## config.mk

```make
export PLATFORM = sky130hd
export DESIGN_NAME = vdp_cartridge_slot_if
export DESIGN_NICKNAME = d
export VERILOG_FILES = /design/src/rtl/vdp_slot_pkg.sv /design/src/rtl/vdp_slot_sync.sv /design/src/rtl/vdp_cartridge_slot_if.sv
export SDC_FILE = /design/constraint.sdc
export NUM_CORES = 1
export LEC_CHECK = 0
export BUFFER_PORTS_ARGS = -buffer_cell sky130_fd_sc_hd__buf_2
export CAP_MARGIN = 20
export CORE_MARGIN = 1.5
export CORE_UTILIZATION = 35
export CTS_BUF_LIST = sky130_fd_sc_hd__clkbuf_8
export CTS_CLUSTER_DIAMETER = 50
export DETAILED_ROUTE_END_ITERATION = 6
export GPL_TIMING_DRIVEN = 0
export PLACE_DENSITY_LB_ADDON = 0.1
export SLEW_MARGIN = 15
export SYNTH_ARGS = -nofsm -noshare
export SYNTH_HDL_FRONTEND = slang
export SYNTH_SLANG_ARGS = --single-unit
export TNS_END_PERCENT = 20
```

## constraint.sdc

```tcl
create_clock -name clk -period 1.7 [get_ports clk]
set_input_delay 0.425 -clock clk [delete_from_list [all_inputs] [get_ports clk]]
set_output_delay 0.425 -clock clk [all_outputs]
set_load 0.1 [all_outputs]
```

## src/rtl/vdp_slot_pkg.sv

```systemverilog
// Shared types and constants for the MSX cartridge-slot front end of the VDP.
`timescale 1ns/1ps
package vdp_slot_pkg;

    typedef enum logic [2:0] {
        IDLE,
        WR_REQ,
        RD_REQ,
        RD_WAIT,
        RD_HOLD
    } slot_state_e;

    // Alternate base selectable by the port-select switch
    localparam logic [7:0] ALT_IO_BASE = 8'h98;

    localparam logic [1:0] PORT_VRAM_DATA = 2'd0;
    localparam logic [1:0] PORT_CONTROL   = 2'd1;
    localparam logic [1:0] PORT_PALETTE   = 2'd2;
    localparam logic [1:0] PORT_INDIRECT  = 2'd3;

    function automatic logic port_hit(input logic [7:0] addr, input logic [7:0] base);
        return addr[7:2] == base[7:2];
    endfunction

endpackage

```

## src/rtl/vdp_slot_sync.sv

```systemverilog
// N-stage flop synchroniser with a configurable reset value.
`timescale 1ns/1ps
module vdp_slot_sync #(
    parameter int unsigned     WIDTH   = 1,
    parameter int unsigned     STAGES  = 2,
    parameter logic [WIDTH-1:0] RST_VAL = '0
) (
    input  logic             clk,
    input  logic             reset_n,
    input  logic [WIDTH-1:0] d,
    output logic [WIDTH-1:0] q
);

    logic [STAGES-1:0][WIDTH-1:0] sr;

    always_ff @(posedge clk or negedge reset_n) begin
        if (!reset_n) begin
            sr <= {STAGES{RST_VAL}};
        end else begin
            sr <= {sr[STAGES-2:0], d};
        end
    end

    assign q = sr[STAGES-1];

endmodule

```

## src/rtl/vdp_cartridge_slot_if.sv

```systemverilog
// MSX slot I/O front end: synchronises the Z80 bus, decodes the four VDP ports
// and bridges them to the VDP request bus. Optional: VDP_SLOT_DIPSW_PORT_SEL_EN.
`timescale 1ns/1ps
module vdp_cartridge_slot_if
    import vdp_slot_pkg::*;
#(
    parameter logic [7:0]  IO_BASE     = 8'h88,
    parameter int unsigned SYNC_STAGES = 2
) (
    input  logic       clk,
    input  logic       reset_n,
    input  logic       slot_iorq_n,
    input  logic       slot_rd_n,
    input  logic       slot_wr_n,
    input  logic [7:0] slot_a,
    input  logic [7:0] slot_d_in,
    output logic [7:0] slot_d_out,
    output logic       slot_data_dir,
    output logic       busdir,
    output logic       oe_n,
    output logic       slot_wait,
    output logic       slot_intr,
    input  logic       dipsw,
    input  logic       init_done,
    output logic [1:0] bus_address,
    output logic       bus_write,
    output logic [7:0] bus_wdata,
    output logic       bus_valid,
    input  logic       bus_ready,
    input  logic [7:0] bus_rdata,
    input  logic       bus_rdata_en,
    input  logic       vdp_int_n
);

    logic [2:0]  strobe_s;
    logic        iorq_s;
    logic        rd_s;
    logic        wr_s;
    logic [7:0]  a_s;
    logic [7:0]  d_s;
    logic [7:0]  selected_base;
    logic        hit_c;
    logic        wr_cond_c;
    logic        rd_cond_c;
    logic        armed;
    slot_state_e state;

    vdp_slot_sync #(.WIDTH(3), .STAGES(SYNC_STAGES), .RST_VAL(3'b111)) u_sync_strobe (
        .clk     (clk),
        .reset_n (reset_n),
        .d       ({slot_iorq_n, slot_rd_n, slot_wr_n}),
        .q       (strobe_s)
    );

    vdp_slot_sync #(.WIDTH(8), .STAGES(SYNC_STAGES), .RST_VAL(8'h00)) u_sync_addr (
        .clk     (clk),
        .reset_n (reset_n),
        .d       (slot_a),
        .q       (a_s)
    );

    vdp_slot_sync #(.WIDTH(8), .STAGES(SYNC_STAGES), .RST_VAL(8'h00)) u_sync_data (
        .clk     (clk),
        .reset_n (reset_n),
        .d       (slot_d_in),
        .q       (d_s)
    );

`ifdef VDP_SLOT_DIPSW_PORT_SEL_EN
    logic dipsw_s;

    vdp_slot_sync #(.WIDTH(1), .STAGES(SYNC_STAGES), .RST_VAL(1'b0)) u_sync_dipsw (
        .clk     (clk),
        .reset_n (reset_n),
        .d       (dipsw),
        .q       (dipsw_s)
    );

    assign selected_base = dipsw_s ? ALT_IO_BASE : IO_BASE;
`else
    logic unused_dipsw;

    assign unused_dipsw  = dipsw;
    assign selected_base = IO_BASE;
`endif

    assign iorq_s    = strobe_s[2];
    assign rd_s      = strobe_s[1];
    assign wr_s      = strobe_s[0];
    assign hit_c     = port_hit(a_s, selected_base);
    assign wr_cond_c = ~iorq_s & ~wr_s & hit_c;
    assign rd_cond_c = ~iorq_s & ~rd_s & hit_c;

    // Request FSM; armed re-arms only once the strobes have been released,
    // so a held strobe (or one already low when init completes) yields nothing new.
    always_ff @(posedge clk or negedge reset_n) begin
        if (!reset_n) begin
            state         <= IDLE;
            armed         <= 1'b0;
            bus_valid     <= 1'b0;
            bus_write     <= 1'b0;
            bus_address   <= 2'd0;
            bus_wdata     <= 8'h00;
            slot_d_out    <= 8'h00;
            slot_data_dir <= 1'b0;
            slot_wait     <= 1'b1;
        end else begin
            slot_wait <= ~init_done;
            if (!init_done) begin
                armed <= 1'b0;
            end else if (!wr_cond_c && !rd_cond_c) begin
                armed <= 1'b1;
            end

            case (state)
                IDLE: begin
                    if (init_done && armed) begin
                        if (wr_cond_c) begin
                            state       <= WR_REQ;
                            armed       <= 1'b0;
                            bus_valid   <= 1'b1;
                            bus_write   <= 1'b1;
                            bus_address <= a_s[1:0];
                            bus_wdata   <= d_s;
                        end else if (rd_cond_c) begin
                            state       <= RD_REQ;
                            armed       <= 1'b0;
                            bus_valid   <= 1'b1;
                            bus_write   <= 1'b0;
                            bus_address <= a_s[1:0];
                            slot_wait   <= 1'b1;
                        end
                    end
                end
                WR_REQ: begin
                    if (bus_ready) begin
                        state     <= IDLE;
                        bus_valid <= 1'b0;
                        bus_write <= 1'b0;
                    end
                end
                RD_REQ: begin
                    slot_wait <= 1'b1;
                    if (bus_ready) begin
                        bus_valid <= 1'b0;
                        if (bus_rdata_en) begin
                            state         <= RD_HOLD;
                            slot_d_out    <= bus_rdata;
                            slot_data_dir <= 1'b1;
                            slot_wait     <= ~init_done;
                        end else begin
                            state <= RD_WAIT;
                        end
                    end
                end
                RD_WAIT: begin
                    slot_wait <= 1'b1;
                    if (bus_rdata_en) begin
                        state         <= RD_HOLD;
                        slot_d_out    <= bus_rdata;
                        slot_data_dir <= 1'b1;
                        slot_wait     <= ~init_done;
                    end
                end
                RD_HOLD: begin
                    if (rd_s || iorq_s) begin
                        state         <= IDLE;
                        slot_data_dir <= 1'b0;
                    end
                end
                default: begin
                    state         <= IDLE;
                    bus_valid     <= 1'b0;
                    bus_write     <= 1'b0;
                    slot_data_dir <= 1'b0;
                end
            endcase
        end
    end

    // Level-shifter enable and interrupt pass-through
    always_ff @(posedge clk or negedge reset_n) begin
        if (!reset_n) begin
            oe_n      <= 1'b1;
            slot_intr <= 1'b0;
        end else begin
            oe_n      <= 1'b0;
            slot_intr <= ~vdp_int_n;
        end
    end

    assign busdir = slot_data_dir;

endmodule

```

==> impl_metrics.json <==
{
  "cts_sinks": 66,
  "r2r-start": "state[0]",
  "finalSetupTns_ns": -0.956,
  "rows": 28,
  "htreeDepth": 3,
  "place_area_um2": 2580,
  "violations": "negative setup slack",
  "finClkSkew_ns": 0.00764,
  "antenna_found_initial": 0,
  "seqCellArea_um2": 1660,
  "layout-drive-gt1-share_pct": 56.7,
  "status": "complete, but fails checks",
  "synth.area.mux_share_pct": 11.1,
  "syn-num-nets": 164,
  "post-route-cell-area_um2": 2840,
  "final_max_slew_viol_count": 0,
  "finalWorstSetupSlack_ns": -0.121,
  "die_area_um2": 6740,
  "cp.arrival_ns": 2.03,
  "synth_xor_area_share_pct": 0,
  "grt_usage_pct": 12.8,
  "ys_seq_area_share_pct": 75.9,
  "cts_buffer_depth": 2,
  "final.min_clock_period_ns": 1.82,
  "synth_flop_cell": "dfrtp_1",
  "grt_max_degree": 67,
  "wl_mm": 3.64,
  "setup_viol": 10,
  "critPathLaunch": "state[0]",
  "path_max_fanout": 9,
  "synth_fa_ha_area_share_pct": 0,
  "boundaryPins": 59,
  "cp_data_required_time_ns": 1.91,
  "synth_area_leaders": "dfrtp_1 66%, dfstp_2 9.6%, mux2_4 5.5%",
  "ys_ff_latch": 66,
  "diodes": 0,
  "start_util_pct": 36.5,
  "post-place-cells": 262,
  "multi_input_area_um2": 519,
  "hold_class": "input pin to async pin",
  "layoutNonFillerInstCount": 278,
  "cts_hold_buf": 0,
  "final_nets": 232,
  "drt_iter0_drc": 24,
  "dr_total_vias": 1266,
  "grtUsageMet2_pct": 20.2,
  "gr-total-overflow": 0,
  "path_cells": "buf_6 > nor2_4 > nand2_4 > or4_4 > buf_12 > mux2_4",
  "slowest_stage": "or4_4",
  "hpwlAfterDp_mm": 2.39,
  "root_buffer": "clkbuf_8",
  "cp-start-kind": "register",
  "async_flop_share_pct": 100,
  "synth.most_common_cell": "dfrtp_1",
  "busiest_layer": "met2",
  "worst_slew_margin_rel_pct": 47.5,
  "post-route-period-util_pct": 107,
  "total_power_uw": 3300,
  "synth_top_family_by_area": "multiplexers",
  "max_freq_mhz": 549,
  "synth_top_area_share_pct": 66.3,
  "synth_common_cells": "58 x dfrtp_1, 10 x mux2_2, 8 x dfstp_2, 8 x mux2_4",
  "cp_slowest_stage_delay_ns": 0.53,
  "synth-simple-area-share_pct": 5.26,
  "yosysUniqueCellTypes": 32,
  "vdd_drop_max_uv": 580,
  "die-width_um": 82.1,
  "leakage_uw": 0.00143,
  "drc": 0,
  "antenna_left": 0,
  "cap_viol_max_count": 0,
  "cts_tree": "built",
  "synth_edf_count": 0,
  "gp_congestion": 0.659,
  "numCtsBuffers": 9,
  "clkLatencyLatePin_ns": 0.33,
  "gr-usage-met3_pct": 5.67,
  "wl_per_cell_um": 13.1,
  "die_h_um": 82.1,
  "core_region_area_um2": 5990,
  "grtUsageMet1_pct": 14.7,
  "grt_pass1_wl_mm": 6.16,
  "tightest_slew_ns": 0.787,
  "syn_to_final_growth_pct": 29.8,
  "end_kind": "register",
  "drt_first_pass_iters": 4,
  "via_per_inst": 4.55,
  "n_fill_cell": 538,
  "syn_avg_cell_area_um2": 16.8,
  "worstSetupPathType": "register to register",
  "ys_warn_count": 0,
  "io_buffers": 57,
  "netlist_area_um2": 2190,
  "hold_viol_final": 0,
  "synth_top_cell_by_area": "dfrtp_1",
  "grt_setup_unrepaired": "yes",
  "syn-instance-count": 130,
  "grt_pass1_vias": 1322,
  "clk_pin_slew_ns": 0.07,
  "synth_compound_area_share_pct": 5.26,
  "powerDensity_nw_per_um2": 1160
}
-- final timing paths --
kind	endpoint	slack (ns)	cells after the start
setup / recovery	bus_wdata[1]	-0.12	6
hold / removal	slot_d_out[5]	0.19	1
setup reg to reg	bus_wdata[1]	-0.12	6
hold reg to reg	u_sync_addr.q[7]	0.35	0
max in group asynchronous	busdir	0.97	1
min in group clk	u_sync_strobe.sr[0]	0.19	1
-- registers in the layout, summed over array words and instances (netlist names) --
signal,count
oe_n,1
u_sync_strobe.q,3
u_sync_addr.q,8
state,3
bus_valid,1
u_sync_data.sr,8
bus_write,1
slot_intr,1
u_sync_data.q,8
armed,1
bus_wdata,8
u_sync_addr.sr,8
bus_address,2
busdir,1
slot_d_out,8
u_sync_strobe.sr,3
slot_wait,1
-- power by group --
part           leakage [µW]  switching [µW]  total, µW  internal (µW)
registers          0.000807            28.0       1680           1650
logic              0.000518             251        324           72.6
clock network      0.000107             550       1300            751
-- cell usage in the layout (no fill, tap or decap), types with 3 or more instances in the layout --
| master | synthesis | routed |
|---|---|---|
| clkbuf_8 | 0 | 11 |
| mux2_4 | 8 | 10 |
| inv_1 | 3 | 3 |
| dfstp_2 | 8 | 8 |
| buf_2 | 1 | 54 |
| a21oi_1 | 3 | 3 |
| buf_4 | 1 | 6 |
| mux2_2 | 10 | 8 |
| o21ai_0 | 3 | 3 |
| nor2_1 | 5 | 4 |
| nand2_1 | 5 | 5 |
| dfrtp_1 | 58 | 56 |
-- stage by stage --
stage          setup slack (ns)  utilization [%]  hold WS, ns
2_1_floorplan           -0.0652                -        0.129
3_3_place_gp             -0.230             43.1        0.332
3_5_place_dp             -0.251             43.1        0.335
4_1_cts                  -0.129             47.4        0.158
5_1_grt                  -0.168             47.4        0.166
6_report                 -0.121             47.4        0.186
-- critical path, delay by kind of cell (launching register included) --
kind	cells	cell delay, ns
and+or+nand+nor	3	0.74
DFF	1	0.37
muxes	1	0.29
buffers and inverters	2	0.30
-- final cells by class --
class	instances	area share, %
Multi-Input combinational cell	56	18.3
Clock buffer	11	5.33
Timing Repair Buffer	59	10.8
Sequential cell	66	58.6
Tap cell	75	3.30
Buffer	3	1.37
Inverter	3	0.396
Clock inverter	5	1.94
-- logic make-up (layout without fill, tap and decap cells) --
group	Yosys count	after routing
DFF	66	66
and+or+nand+nor	20	20
muxes	19	19
AOI/OAI and AO/OA	16	16
buffers and inverters	8	81
other	1	1
-- repair_timing --
item	4_1_cts	5_1_grt
gates resized for setup	12	0
buffers inserted	2	0
pin swaps	3	2
setup endpoints to repair	23	13
-- routing by layer --
metal | part of all wire, % | wire, µm | vias to the layer above
met1 | 41 | 1510 | 632
met4 | 1.4 | 51 | 0
met5 | 0 | 0 | -
met3 | 6.5 | 237 | 7
met2 | 51 | 1840 | 44
li1 | - | - | 583
(Power assumes the default switching activity.)
